`src/rtl/ddr_beat_padder_pkg.sv`:
```
// Shared constants for the DDR3 FIFO wrapper datapath and the beat padder.
// Contents:
//   DDR_BEAT_WORDS  16-bit words per 128-bit DDR burst
//   DDR_DQ_WIDTH    width of one AXIS word on the wrapper's 16-bit port
//   pad_state_t     padder FSM states (PASS / PAD)
//   sat_inc16       saturating 16-bit increment used by statistics counters
package ddr_beat_padder_pkg;

    localparam int DDR_BEAT_WORDS = 8;
    localparam int DDR_DQ_WIDTH   = 16;

    typedef enum logic {
        ST_PASS = 1'b0,
        ST_PAD  = 1'b1
    } pad_state_t;

    function automatic logic [15:0] sat_inc16(input logic [15:0] v);
        return (v == 16'hFFFF) ? v : v + 16'd1;
    endfunction

endpackage

```
`src/rtl/axis_out_reg.sv`:
```
// Registered AXIS output slice: one data/last/valid register stage with
// load/hold handling. Shared by the write-side padder and the wrapper's read
// side.
// Ports:
//   clk, rst   clock, asynchronous active-high reset
//   i_load     load i_data/i_last this cycle (only asserted when o_free=1)
//   i_data     word to register
//   i_last     tlast to register
//   o_free     register may be loaded this cycle (empty or draining)
//   o_valid    AXIS tvalid toward the sink
//   i_ready    AXIS tready from the sink
//   o_data     AXIS tdata toward the sink
//   o_last     AXIS tlast toward the sink
module axis_out_reg #(
    parameter int DATA_W = 16
) (
    input  logic              clk,
    input  logic              rst,
    input  logic              i_load,
    input  logic [DATA_W-1:0] i_data,
    input  logic              i_last,
    output logic              o_free,
    output logic              o_valid,
    input  logic              i_ready,
    output logic [DATA_W-1:0] o_data,
    output logic              o_last
);

    logic              r_valid;
    logic [DATA_W-1:0] r_data;
    logic              r_last;

    // The slot can take a new word when it is empty or its word leaves now.
    assign o_free  = !r_valid || i_ready;
    assign o_valid = r_valid;
    assign o_data  = r_data;
    assign o_last  = r_last;

    always_ff @(posedge clk or posedge rst) begin
        if (rst) begin
            r_valid <= 1'b0;
            r_data  <= '0;
            r_last  <= 1'b0;
        end else if (i_load) begin
            r_valid <= 1'b1;
            r_data  <= i_data;
            r_last  <= i_last;
        end else if (i_ready) begin
            // data/last are left untouched so a stalled word never changes
            r_valid <= 1'b0;
        end
    end

endmodule

```
`src/rtl/ddr_beat_padder.sv`:
```
// Beat padder in front of the DDR3 FIFO wrapper's 16-bit AXIS write port.
// Re-times the user stream and makes sure words reach the wrapper in whole
// groups of BEAT_WORDS (one DDR burst). A partial group is filled with
// PAD_WORD when the frame ends (tlast) or the input has been idle for TIMEOUT
// cycles.
// Ports:
//   clk, rst        clock, asynchronous active-high reset
//   s_axis_*        upstream 16-bit AXIS (tvaild/tready/tdata/tlast)
//   m_axis_*        downstream AXIS to the wrapper; tlast marks group ends
//   pad_busy        high while padding a group
//   pad_count       total pad words emitted, saturating at 16'hFFFF
module ddr_beat_padder
    import ddr_beat_padder_pkg::*;
#(
    parameter int                      BEAT_WORDS = DDR_BEAT_WORDS,
    parameter logic [DDR_DQ_WIDTH-1:0] PAD_WORD   = '0,
    parameter int                      TIMEOUT    = 64
) (
    input  logic                    clk,
    input  logic                    rst,
    input  logic                    s_axis_tvaild,
    output logic                    s_axis_tready,
    input  logic [DDR_DQ_WIDTH-1:0] s_axis_tdata,
    input  logic                    s_axis_tlast,
    output logic                    m_axis_tvaild,
    input  logic                    m_axis_tready,
    output logic [DDR_DQ_WIDTH-1:0] m_axis_tdata,
    output logic                    m_axis_tlast,
    output logic                    pad_busy,
    output logic [15:0]             pad_count
);

    localparam int IDX_W = $clog2(BEAT_WORDS);
    localparam int CNT_W = $clog2(TIMEOUT) + 1;
    localparam logic [IDX_W-1:0] LAST_IDX = IDX_W'(BEAT_WORDS - 1);
    localparam logic [CNT_W-1:0] IDLE_MAX = CNT_W'(TIMEOUT - 1);

    pad_state_t              r_state;
    pad_state_t              w_state_nxt;
    logic [IDX_W-1:0]        r_word_idx;
    logic [CNT_W-1:0]        r_idle_cnt;
    logic [15:0]             r_pad_count;

    logic                    w_free;
    logic                    w_in_pass;
    logic                    w_accept;
    logic                    w_pad_emit;
    logic                    w_load;
    logic                    w_at_last;
    logic                    w_timeout;
    logic [DDR_DQ_WIDTH-1:0] w_load_data;

    assign w_in_pass     = (r_state == ST_PASS);
    assign s_axis_tready = w_in_pass && w_free;
    assign w_accept      = s_axis_tvaild && s_axis_tready;
    assign w_pad_emit    = !w_in_pass && w_free;
    assign w_load        = w_accept || w_pad_emit;
    assign w_at_last     = (r_word_idx == LAST_IDX);
    assign w_load_data   = w_in_pass ? s_axis_tdata : PAD_WORD;
    // Only a partially filled group can time out.
    assign w_timeout     = (r_word_idx != '0) && (r_idle_cnt == IDLE_MAX);
    assign pad_busy      = !w_in_pass;
    assign pad_count     = r_pad_count;

    always_comb begin
        w_state_nxt = r_state;
        case (r_state)
            ST_PASS: begin
                // An accepted word always beats an expiring timer.
                if (w_accept) begin
                    if (s_axis_tlast && !w_at_last) begin
                        w_state_nxt = ST_PAD;
                    end
                end else if (w_timeout) begin
                    w_state_nxt = ST_PAD;
                end
            end
            ST_PAD: begin
                if (w_free && w_at_last) begin
                    w_state_nxt = ST_PASS;
                end
            end
            default: w_state_nxt = ST_PASS;
        endcase
    end

    always_ff @(posedge clk or posedge rst) begin
        if (rst) begin
            r_state     <= ST_PASS;
            r_word_idx  <= '0;
            r_idle_cnt  <= '0;
            r_pad_count <= '0;
        end else begin
            r_state <= w_state_nxt;
            // BEAT_WORDS is a power of two, so the natural wrap is the modulo.
            if (w_load) begin
                r_word_idx <= r_word_idx + IDX_W'(1);
            end
            // The timer keeps running while the output is stalled.
            if (w_accept || (r_word_idx == '0)) begin
                r_idle_cnt <= '0;
            end else if (w_in_pass && (r_idle_cnt != IDLE_MAX)) begin
                r_idle_cnt <= r_idle_cnt + CNT_W'(1);
            end
            if (w_pad_emit) begin
                r_pad_count <= sat_inc16(r_pad_count);
            end
        end
    end

    axis_out_reg #(
        .DATA_W (DDR_DQ_WIDTH)
    ) u_out_reg (
        .clk     (clk),
        .rst     (rst),
        .i_load  (w_load),
        .i_data  (w_load_data),
        .i_last  (w_at_last),
        .o_free  (w_free),
        .o_valid (m_axis_tvaild),
        .i_ready (m_axis_tready),
        .o_data  (m_axis_tdata),
        .o_last  (m_axis_tlast)
    );

endmodule

```
`config.mk`:
```
export PLATFORM = sky130hd
export DESIGN_NAME = ddr_beat_padder
export DESIGN_NICKNAME = d
export VERILOG_FILES = /design/src/rtl/ddr_beat_padder_pkg.sv /design/src/rtl/axis_out_reg.sv /design/src/rtl/ddr_beat_padder.sv
export SDC_FILE = /design/constraint.sdc
export NUM_CORES = 1
export LEC_CHECK = 0
export CAP_MARGIN = 40
export CORE_MARGIN = 2
export CORE_UTILIZATION = 43
export DETAILED_ROUTE_END_ITERATION = 8
export PLACE_DENSITY_LB_ADDON = 0.3
export SYNTH_ARGS = -nofsm -noshare
export SYNTH_HDL_FRONTEND = slang
export SYNTH_SLANG_ARGS = --single-unit
```
`constraint.sdc`:
```
create_clock -name clk -period 1.6 [get_ports clk]
set_input_delay 0.24 -clock clk [delete_from_list [all_inputs] [get_ports clk]]
set_output_delay 0.24 -clock clk [all_outputs]
set_load 0.01 [all_outputs]
```
==> results of run 1 <==
## power groups by stage
stage / sequential [mW] / combinational [mW] / clock, mW
after floorplan: 1.87 / 0.686 / 0
after global placement: 1.75 / 1.82 / 0
after detailed placement: 1.76 / 1.86 / 0
after CTS: 1.75 / 1.87 / 0.915
after global routing: 1.80 / 2.08 / 0.965
final: 1.75 / 1.88 / 0.893
## cells by family (layout without fill, tap and decap cells)
kind of cell,after synthesis,count (layout),share of synthesized area [%]
AOI/OAI and AO/OA,38,38,10.5
xor gates and xnor gates,17,17,7.09
adders and majority gates,5,5,2.98
buffers and inverters,16,108,3.04
DFF,45,45,53.6
muxes,4,4,2.26
and+or+nand+nor,82,82,20.5
## layout by cell type, fill, tap and decap left out, types with 2 or more instances in the layout
cell type and n:
a2111oi_1 2, a21oi_1 2, a31oi_1 3, and3_1 3
buf_12 2, buf_4 33, clkbuf_8 6, clkdlybuf4s50_1 47
dfrtp_1 41, dfrtp_2 4, dlygate4sd2_1 5, dlymetal6s2s_1 4
ha_1 4, inv_1 8, mux2_2 2, nand2_1 39
nand3_1 8, nand4_1 3, nand4_2 2, nor2_1 7
nor2b_1 2, nor3_1 2, nor4_2 2, nor4b_2 2
o21ai_0 20, o21ai_1 4, or3_1 2, xnor2_1 4
xor2_1 13
## cell type report
cell class	count	share of cell area [%]
clock buffer	7	2.71
timing repair buffer	91	26.8
tap	67	2.63
clock inverter	1	0.943
inverter	9	1.06
sequential	45	35.5
multi-input combinational	146	30.3
## synthesized netlist by cell type, types with 3 or more instances
cell type,count
dfrtp_1,45
nand2_1,39
o21ai_0,22
xor2_1,13
inv_1,9
nand3_1,8
nor2_1,7
ha_1,5
clkbuf_1,4
xnor2_1,4
a2111oi_0,3
a21oi_1,3
a31oi_1,3
and3_1,3
buf_2,3
nand4_1,3
nor3_1,3
nor4b_1,3
## timing repair
action	in CTS	in global routing
pin swaps	2	2
endpoints found under the setup margin	11	23
hold buffers	0	0
setup buffers	2	1
resized for setup	8	17
## registers in the layout (all words and copies together), names as in the netlist
register and flops:
r_idle_cnt 7, pad_busy 1, u_out_reg.o_valid 1, r_word_idx 3, u_out_reg.o_last 1, u_out_reg.o_data 16, pad_count 16
## per-layer routing
layer	vias to the layer above	part of all wire, %
met5	-	0
met4	0	1.3
met3	7	5.8
met2	55	47
met1	862	46
li1	900	-
## path summary, 6_finish.rpt
path	endpoint	cells past startpoint
min in group clk	pad_busy	3
worst max register to register	pad_count[14]	5
worst min register to register	u_out_reg.o_last	2
worst min-delay path	u_out_reg.o_data[7]	2
worst max-delay path	pad_count[14]	5
max in group asynchronous	pad_count[8]	3
## stage by stage
| step | cell area [µm²] | power (mW) |
|---|---|---|
| final | 3180 | 4.52 |
| after detailed placement | 2990 | 3.62 |
| after global placement | 2990 | 3.57 |
| after global routing | 3180 | 4.84 |
| after CTS | 3120 | 4.53 |
| after floorplan | 2100 | 2.55 |
## critical path, stage by stage (launching register included)
cell and delay, ns:
dfrtp_1 0.39, nand4_2 0.17, nor2_1 0.48, a2111oi_1 0.17, buf_4 0.16, xor2_1 0.13
==> run metrics, run 1 <==
worst skew pair latency 0.30 ns; # fillers 378; Internal 3.04 mW; # diodes 0; Setup-failing EPs final 1; status finished, violations left; GRT Util Overall between 10% and 20%; failing checks setup timing; Pwr Density 1420 mW/mm²; post-synthesis sequential area ratio 53.6%; area added between synthesis and finish 51.6%; M3 GR Usage under 10%; RSZ-0062 raised after global routing yes; Lkg Pwr 1.54 nW; worst setup path startpoint pad_count[10]; final hold vios 0; CTS Buffer Depth 2; Peak VDD IR ~720 µV; Slew @ Worst Pin roughly 0.55 ns; Slew headroom 63.2%; first-pass GRT wire length approximately 8 mm; clock share of power 19.8%; root buffer cell clkbuf_8; WL/cell 13.7 µm; Max FO, Critical Path 7; met1 Use GR 25.1%; Fmax achieved a little over 600 MHz; pin count of the biggest net entering global routing 34; gr busiest metal met2; vias per cell roughly 5.0; layout cells sized above 1 21.7%; max-capacitance violation count 0; Final Hold Slack 0.201 ns; Site Rows 25; final wirelength around 5 mm; Final TNS setup -0.0119 ns; die area roughly 0.0055 mm²; Placer Congestion 0.764; Cell Area, Synth 0.00210 mm²; DR pass1 iterations 4; dpl hpwl 3.54 mm; final core utilization 67.4%; Multi-input gate area 966 µm²; Yosys top cell area share 53.6%; WP data required 1.80 ns; CTS Buf Count 5; Yosys reg bits 45; Yosys warning count 0; Flop pwr share 38.6%; type of the tightest min-delay check input pin to async pin; Initial Util roughly 44%; register area 0.00113 mm²; vias in the first global route 1,873; Worst EP arrival 1.81 ns; H-Tree Depth 2; Ports 57; Primary FF master, synth dfrtp_1; ys async rst share 100%; Die Height roughly 74 µm; CP startpoint kind flip-flop; Clock transition at path regs 0.08 ns; Sw Share about a third; critical path capture point type flip-flop; Post-Place Worst Slack -0.250 ns; Setup CP Type flip-flop to flip-flop; # clock sinks 45; Post-synth EDFFs 0; reg2reg start pad_count[10]; non-filler instance count after layout 366; initial antenna violation count 0; Worst Setup Slack, final -0.0119 ns; Max Slew Vio Count 0; largest area contributor in the netlist dfrtp_1; Core Area 0.00472 mm²; placed instance count between 300 and 400; period utilization 101%; Syn Inst Count 207; dominant cells by area after synthesis dfrtp_1 (54%), nand2_1 (7.0%), xor2_1 (5.4%); sw power 1.49 mW; DR iter-0 viols ~120; M2 GR Usage 31.6%; DRC 0; Post-DRT Antenna Nets 0; Syn Area/Cell 10.1 µm²; Nets 324; gr ovfl total 0; R2R setup slack -0.01 ns; syn_nets 233; Synth cell types 39; Max Clock Skew 0.00706 ns; Final Critical Period 1.61 ns; Die X 73.9 µm; logic gate share of total power 41.6%; CTS tree yes; Vias 1,824; PortBufs 56
No activity file was read; power rests on OpenSTA's default activity.
==> run 2: changes to the inputs <==
==> constraint.sdc (replaced) <==
create_clock -name clk -period 1.6 [get_ports clk]
set_input_delay 0.4 -clock clk [delete_from_list [all_inputs] [get_ports clk]]
set_output_delay 0.4 -clock clk [all_outputs]
set_load 0.01 [all_outputs]
==> run metrics, run 2 (synthesized netlist as in run 1, its figures left out) <==
status finished, violations left (unchanged); failing checks setup timing (unchanged); max-capacitance violation count 0 (unchanged); Die X 73.9 µm (unchanged); final hold vios 0 (unchanged); Core Area 0.00472 mm² (unchanged); Nets 333 (was 324); DR iter-0 viols 122 (was 115); initial antenna violation count 0 (unchanged); Worst EP arrival 1.81 ns (about the same); Post-DRT Antenna Nets 0 (unchanged); Slew @ Worst Pin 0.450 ns (was 0.550 ns); DR pass1 iterations 4 (unchanged); Design Area, Final 0.00336 mm² (was 0.00318 mm²); Vias 1,888 (was 1,824); Lkg Pwr 1.65 nW (was 1.54 nW); Worst Setup Slack, final -0.00290 ns (was -0.0119 ns); critical path capture point type flip-flop (unchanged); Initial Util 44.5% (unchanged); PortBufs 56 (unchanged); RSZ-0062 raised after global routing yes (unchanged); Final Critical Period 1.60 ns (was 1.61 ns); H-Tree Depth 2 (unchanged); WP data required 1.81 ns (was 1.80 ns); gr ovfl total 0 (unchanged); pin count of the biggest net entering global routing 46 (was 34); GRT Util Overall 20.5% (was 19.7%); first-pass GRT wire length 8.71 mm (was 8.21 mm); layout cells sized above 1 27.3% (was 21.7%); type of the tightest min-delay check input pin to async pin (unchanged); DR WL met2 2.68 mm (was 2.37 mm); CP max stage cell a2111oi_2 (was nor2_1); CTS Buf Count 5 (unchanged); root buffer cell clkbuf_8 (unchanged); WL/cell 14.2 µm (was 13.7 µm); Max Clock Skew 0.00873 ns (was 0.00706 ns); # clock sinks 45 (unchanged); period utilization 100% (was 101%); Max Slew Vio Count 0 (unchanged); CTS Buffer Depth 2 (unchanged); highest metal used met4 (unchanged); CP startpoint kind flip-flop (unchanged); met3 routed WL 295 µm (was 289 µm); Max FO, Critical Path 4 (was 7); Pwr Density 1350 mW/mm² (was 1420 mW/mm²); # diodes 0 (unchanged); Fmax achieved 624 MHz (was 620 MHz); area added between synthesis and finish 60.1% (was 51.6%); Final Hold Slack 0.444 ns (was 0.201 ns); dpl hpwl 3.42 mm (was 3.54 mm); Site Rows 25 (unchanged); final core utilization 71.2% (was 67.4%); die area 0.00546 mm² (unchanged); Die Height 73.9 µm (unchanged); CP peak stage delay 0.41 ns (was 0.48 ns); Clock transition at path regs 0.09 ns (was 0.08 ns); Met1 Wirelength 2.29 mm (was 2.28 mm); most frequent cells in the layout dfrtp_1 (44), nand2_1 (39), buf_4 (39) (was clkdlybuf4s50_1 (47), dfrtp_1 (41), nand2_1 (39)); most common cell after layout, fill and taps aside dfrtp_1 (was clkdlybuf4s50_1); Ports 57 (unchanged); vias per cell 5.03 (was 4.98); critical path, cell by cell ha_4 -> and3_4 -> nand3_4 -> a2111oi_2 -> xor2_1 (was nand4_2 -> nor2_1 -> a2111oi_1 -> buf_4 -> xor2_1); Placer Congestion 0.825 (was 0.764); Setup CP Type flip-flop to flip-flop (unchanged); CP delay by family, top compound AO/OA/AOI/OAI gates (was simple AND/OR/NAND/NOR gates); worst skew pair latency 0.30 ns (about the same); DRC 0 (unchanged); Buffers & Inverters on Critical Path 0 (was 1); Setup-failing EPs final 1 (unchanged); CTS tree yes (unchanged); Slew headroom 69.9% (was 63.2%); final wirelength 5.33 mm (was 5.01 mm); Placed Area 0.00298 mm² (was 0.00299 mm²); Peak VDD IR 700 µV (was 724 µV); vias in the first global route 1,915 (was 1,873)
## run 2: worst min-delay path: cells and delay by family
family                 cells  cell delay (ns)
buffers and inverters      3             0.71
## run 2: final cells by class
class / instances / area [µm²]
Clock inverter: 2 / 37.5
Tap cell: 67 / 83.8
Fill cell: 365 / 1360
Multi-Input combinational cell: 146 / 1100
Clock buffer: 6 / 82.6
Inverter: 9 / 33.8
Sequential cell: 45 / 1130
Timing Repair Buffer: 100 / 892
## run 2: timing repair
action | CTS | global route
gates resized for setup | 49 | 31
setup endpoints to repair | 48 | 25
pin swaps | 5 | 7
hold buffers | 0 | 0
buffers inserted | 11 | 2
## run 2: layer usage
layer  track usage (%)  vias up
met1              27.0      910
li1                  -      912
met2              33.2       57
met3              5.90        9
met4              5.25        0
met5                 0        -
## run 2: stage by stage
step / cells / TNS (ns) / setup slack (ns) / total power, mW
finish: 375 / -0.00290 / -0.00290 / 4.54
global route: 375 / -0.294 / -0.0533 / 4.87
detailed placement: 354 / -11.35 / -0.433 / 3.62
floorplan: 207 / -0.0366 / -0.0286 / 2.55
CTS: 373 / -0.395 / -0.152 / 4.48
global placement: 354 / -8.75 / -0.391 / 3.56
## run 2: where the power goes
group | internal [mW] | switching [mW]
Combinational | 0.977 | 0.976
Sequential | 1.48 | 0.211
Clock | 0.508 | 0.389
## run 2: path summary, 6_finish.rpt
check | from | end | slack [ns] | depth (start not counted)
hold / removal | rst | u_out_reg.o_data[5] | 0.44 | 3
max in group asynchronous | rst | pad_count[5] | 0.94 | 3
hold reg to reg | u_out_reg.o_last | u_out_reg.o_last | 0.49 | 2
setup / recovery | pad_count[1] | pad_count[12] | -0.003 | 5
min in group clk | u_out_reg.o_last | u_out_reg.o_last | 0.49 | 2
setup reg to reg | pad_count[1] | pad_count[12] | -0.003 | 5
==> run 3: changes to the inputs <==
- CELL_PAD_IN_SITES_DETAIL_PLACEMENT: unset -> 1
- CELL_PAD_IN_SITES_GLOBAL_PLACEMENT: unset -> 1
- CORE_UTILIZATION: 43 -> 33
==> run metrics, run 3 (synthesized netlist as in run 1, its figures left out) <==
DR pass1 iterations 4 (unchanged); type of the tightest min-delay check input pin to async pin (unchanged); Max Clock Skew 0.00350 ns (was 0.00873 ns); die area 0.00702 mm² (was 0.00546 mm²); Die Height 83.8 µm (was 73.9 µm); initial antenna violation count 0 (unchanged); CTS Buf Count 5 (unchanged); CP peak stage delay 0.42 ns (was 0.41 ns); Max FO, Critical Path 6 (was 4); worst setup path startpoint pad_count[8] (was pad_count[1]); area added between synthesis and finish 60.8% (was 60.1%); Placed Area 0.00303 mm² (was 0.00298 mm²); Setup CP Type flip-flop to output port (was flip-flop to flip-flop); final core utilization 54.1% (was 71.2%); final wirelength 6.05 mm (was 5.33 mm); Pwr Density 1300 mW/mm² (was 1350 mW/mm²); Site Rows 29 (was 25); logic gate share of total power 44.9% (was 43.0%); Initial Util 33.6% (was 44.5%); Worst EP arrival 1.17 ns (was 1.81 ns); layout cells sized above 1 29.5% (was 27.3%); DRC 0 (unchanged); vias in the first global route 2,049 (was 1,915); Setup-failing EPs final 0 (was 1); clock share of power 15.9% (was 19.8%); Placer Congestion 0.768 (was 0.825); CTS tree yes (unchanged); pin count of the biggest net entering global routing 40 (was 46); first-pass GRT wire length 9.94 mm (was 8.71 mm); critical path depth 2 (was 5); status completed (was finished, violations left); period utilization 98.1% (was 100%); WL/cell 15.6 µm (was 14.2 µm); WP data required 1.20 ns (was 1.81 ns); CP delay by family, top buffers and inverters (was compound AO/OA/AOI/OAI gates); # diodes 0 (unchanged); CP startpoint kind flip-flop (unchanged); most frequent cells in the layout dfrtp_1 (43), buf_4 (43), nand2_1 (38) (was dfrtp_1 (44), nand2_1 (39), buf_4 (39)); Internal 2.79 mW (was 2.96 mW); max-capacitance violation count 0 (unchanged); critical path capture point type output port (was flip-flop); Flop pwr share 39.1% (was 37.2%); # clock sinks 45 (unchanged); Slew @ Worst Pin 0.342 ns (was 0.450 ns); Nets 337 (was 333); Reg-to-Reg End pad_count[1] (was pad_count[12]); Slew headroom 77.2% (was 69.9%); Vias 1,935 (was 1,888); reg2reg start pad_count[9] (was pad_count[1]); Post-DRT Antenna Nets 0 (unchanged); Ports 57 (unchanged); GRT Util Overall 17.3% (was 20.5%); Buffers & Inverters on Critical Path 2 (was 0); non-filler instance count after layout 389 (was 375); DR iter-0 viols 49 (was 122); root buffer cell clkbuf_8 (unchanged); CP max stage cell dfrtp_1 (was a2111oi_2); Final Critical Period 1.57 ns (was 1.60 ns); H-Tree Depth 2 (unchanged); Clock transition at path regs 0.08 ns (was 0.09 ns); Fmax achieved 637 MHz (was 624 MHz); worst reg-to-reg path cell count 6 (was 5); final hold vios 0 (unchanged); Die X 83.8 µm (was 73.9 µm); RSZ-0062 raised after global routing yes (unchanged); crit path capture pad_count[8] (was pad_count[12]); CTS Buffer Depth 2 (unchanged); sw power 1.61 mW (was 1.58 mW); Core Area 0.00624 mm² (was 0.00472 mm²); vias per cell 4.97 (was 5.03); worst skew pair latency 0.29 ns (was 0.30 ns); dpl hpwl 4.15 mm (was 3.42 mm); critical path, cell by cell buf_4 -> dlygate4sd2_1 (was ha_4 -> and3_4 -> nand3_4 -> a2111oi_2 -> xor2_1); Peak VDD IR 661 µV (was 700 µV); Final TNS setup 0 ns (was -0.00290 ns); Lkg Pwr 1.66 nW (was 1.65 nW); # fillers 711 (was 365); R2R setup slack 0.04 ns (was -0.003 ns); placed instance count 369 (was 354); Sw Share 36.6% (was 34.7%); Max Slew Vio Count 0 (unchanged); Final Power 4.40 mW (was 4.54 mW); Design Area, Final 0.00338 mm² (was 0.00336 mm²); PortBufs 56 (unchanged); gr ovfl total 0 (unchanged)
run 3: metal layers:
layer / global-route usage, % / vias to the layer above / share of wire [%]
met2: 30.6 / 52 / 52
met5: 0 / - / 0
met4: 3.96 / 0 / 1.4
met3: 5.14 / 7 / 5.4
met1: 20.7 / 953 / 41
li1: - / 923 / -
run 3: layout make-up:
type,instances,area [µm²],share of cell area (%)
clock buffer,6,72.6,2.15
clock inverter,2,15.0,0.445
inverter,9,33.8,1.00
multi-input combinational,146,1110,32.9
sequential,45,1130,33.4
tap,77,96.3,2.85
timing repair buffer,104,920,27.2
run 3: repair_timing:
action | 4_1_cts | 5_1_grt
gates cloned | 0 | 0
resized for setup | 51 | 35
setup endpoints to repair | 50 | 36
hold buffers | 0 | 0
hold endpoints to repair | 0 | 0
pin swaps | 2 | 6
setup buffers | 10 | 4
run 3: power by group through the flow:
stage	Clock, mW	Sequential, mW	Combinational (mW)
2_1_floorplan	0	1.87	0.686
3_3_place_gp	0	1.73	1.90
3_5_place_dp	0	1.75	1.97
4_1_cts	0.722	1.72	1.91
5_1_grt	0.777	1.77	2.21
6_report	0.700	1.72	1.98
run 3: per-stage QoR:
stage | setup WS [ns] | hold slack [ns]
floorplan | -0.0286 | 0.473
global placement | -0.409 | 0.467
detailed placement | -0.406 | 0.500
CTS | -0.139 | 0.308
global route | -0.0590 | 0.325
finish | 0.0308 | 0.311
run 3: worst min-delay path by stage:
stage / slack, ns / startpoint / end / depth (start not counted)
2_1_floorplan: 0.47 / r_word_idx[0] / r_word_idx[0] / 1
3_3_place_gp: 0.47 / u_out_reg.o_last / u_out_reg.o_last / 2
3_5_place_dp: 0.50 / pad_count[14] / pad_count[14] / 1
4_1_cts: 0.31 / rst / u_out_reg.o_data[8] / 2
5_1_grt: 0.32 / rst / u_out_reg.o_data[8] / 2
6_report: 0.31 / rst / u_out_reg.o_data[8] / 2
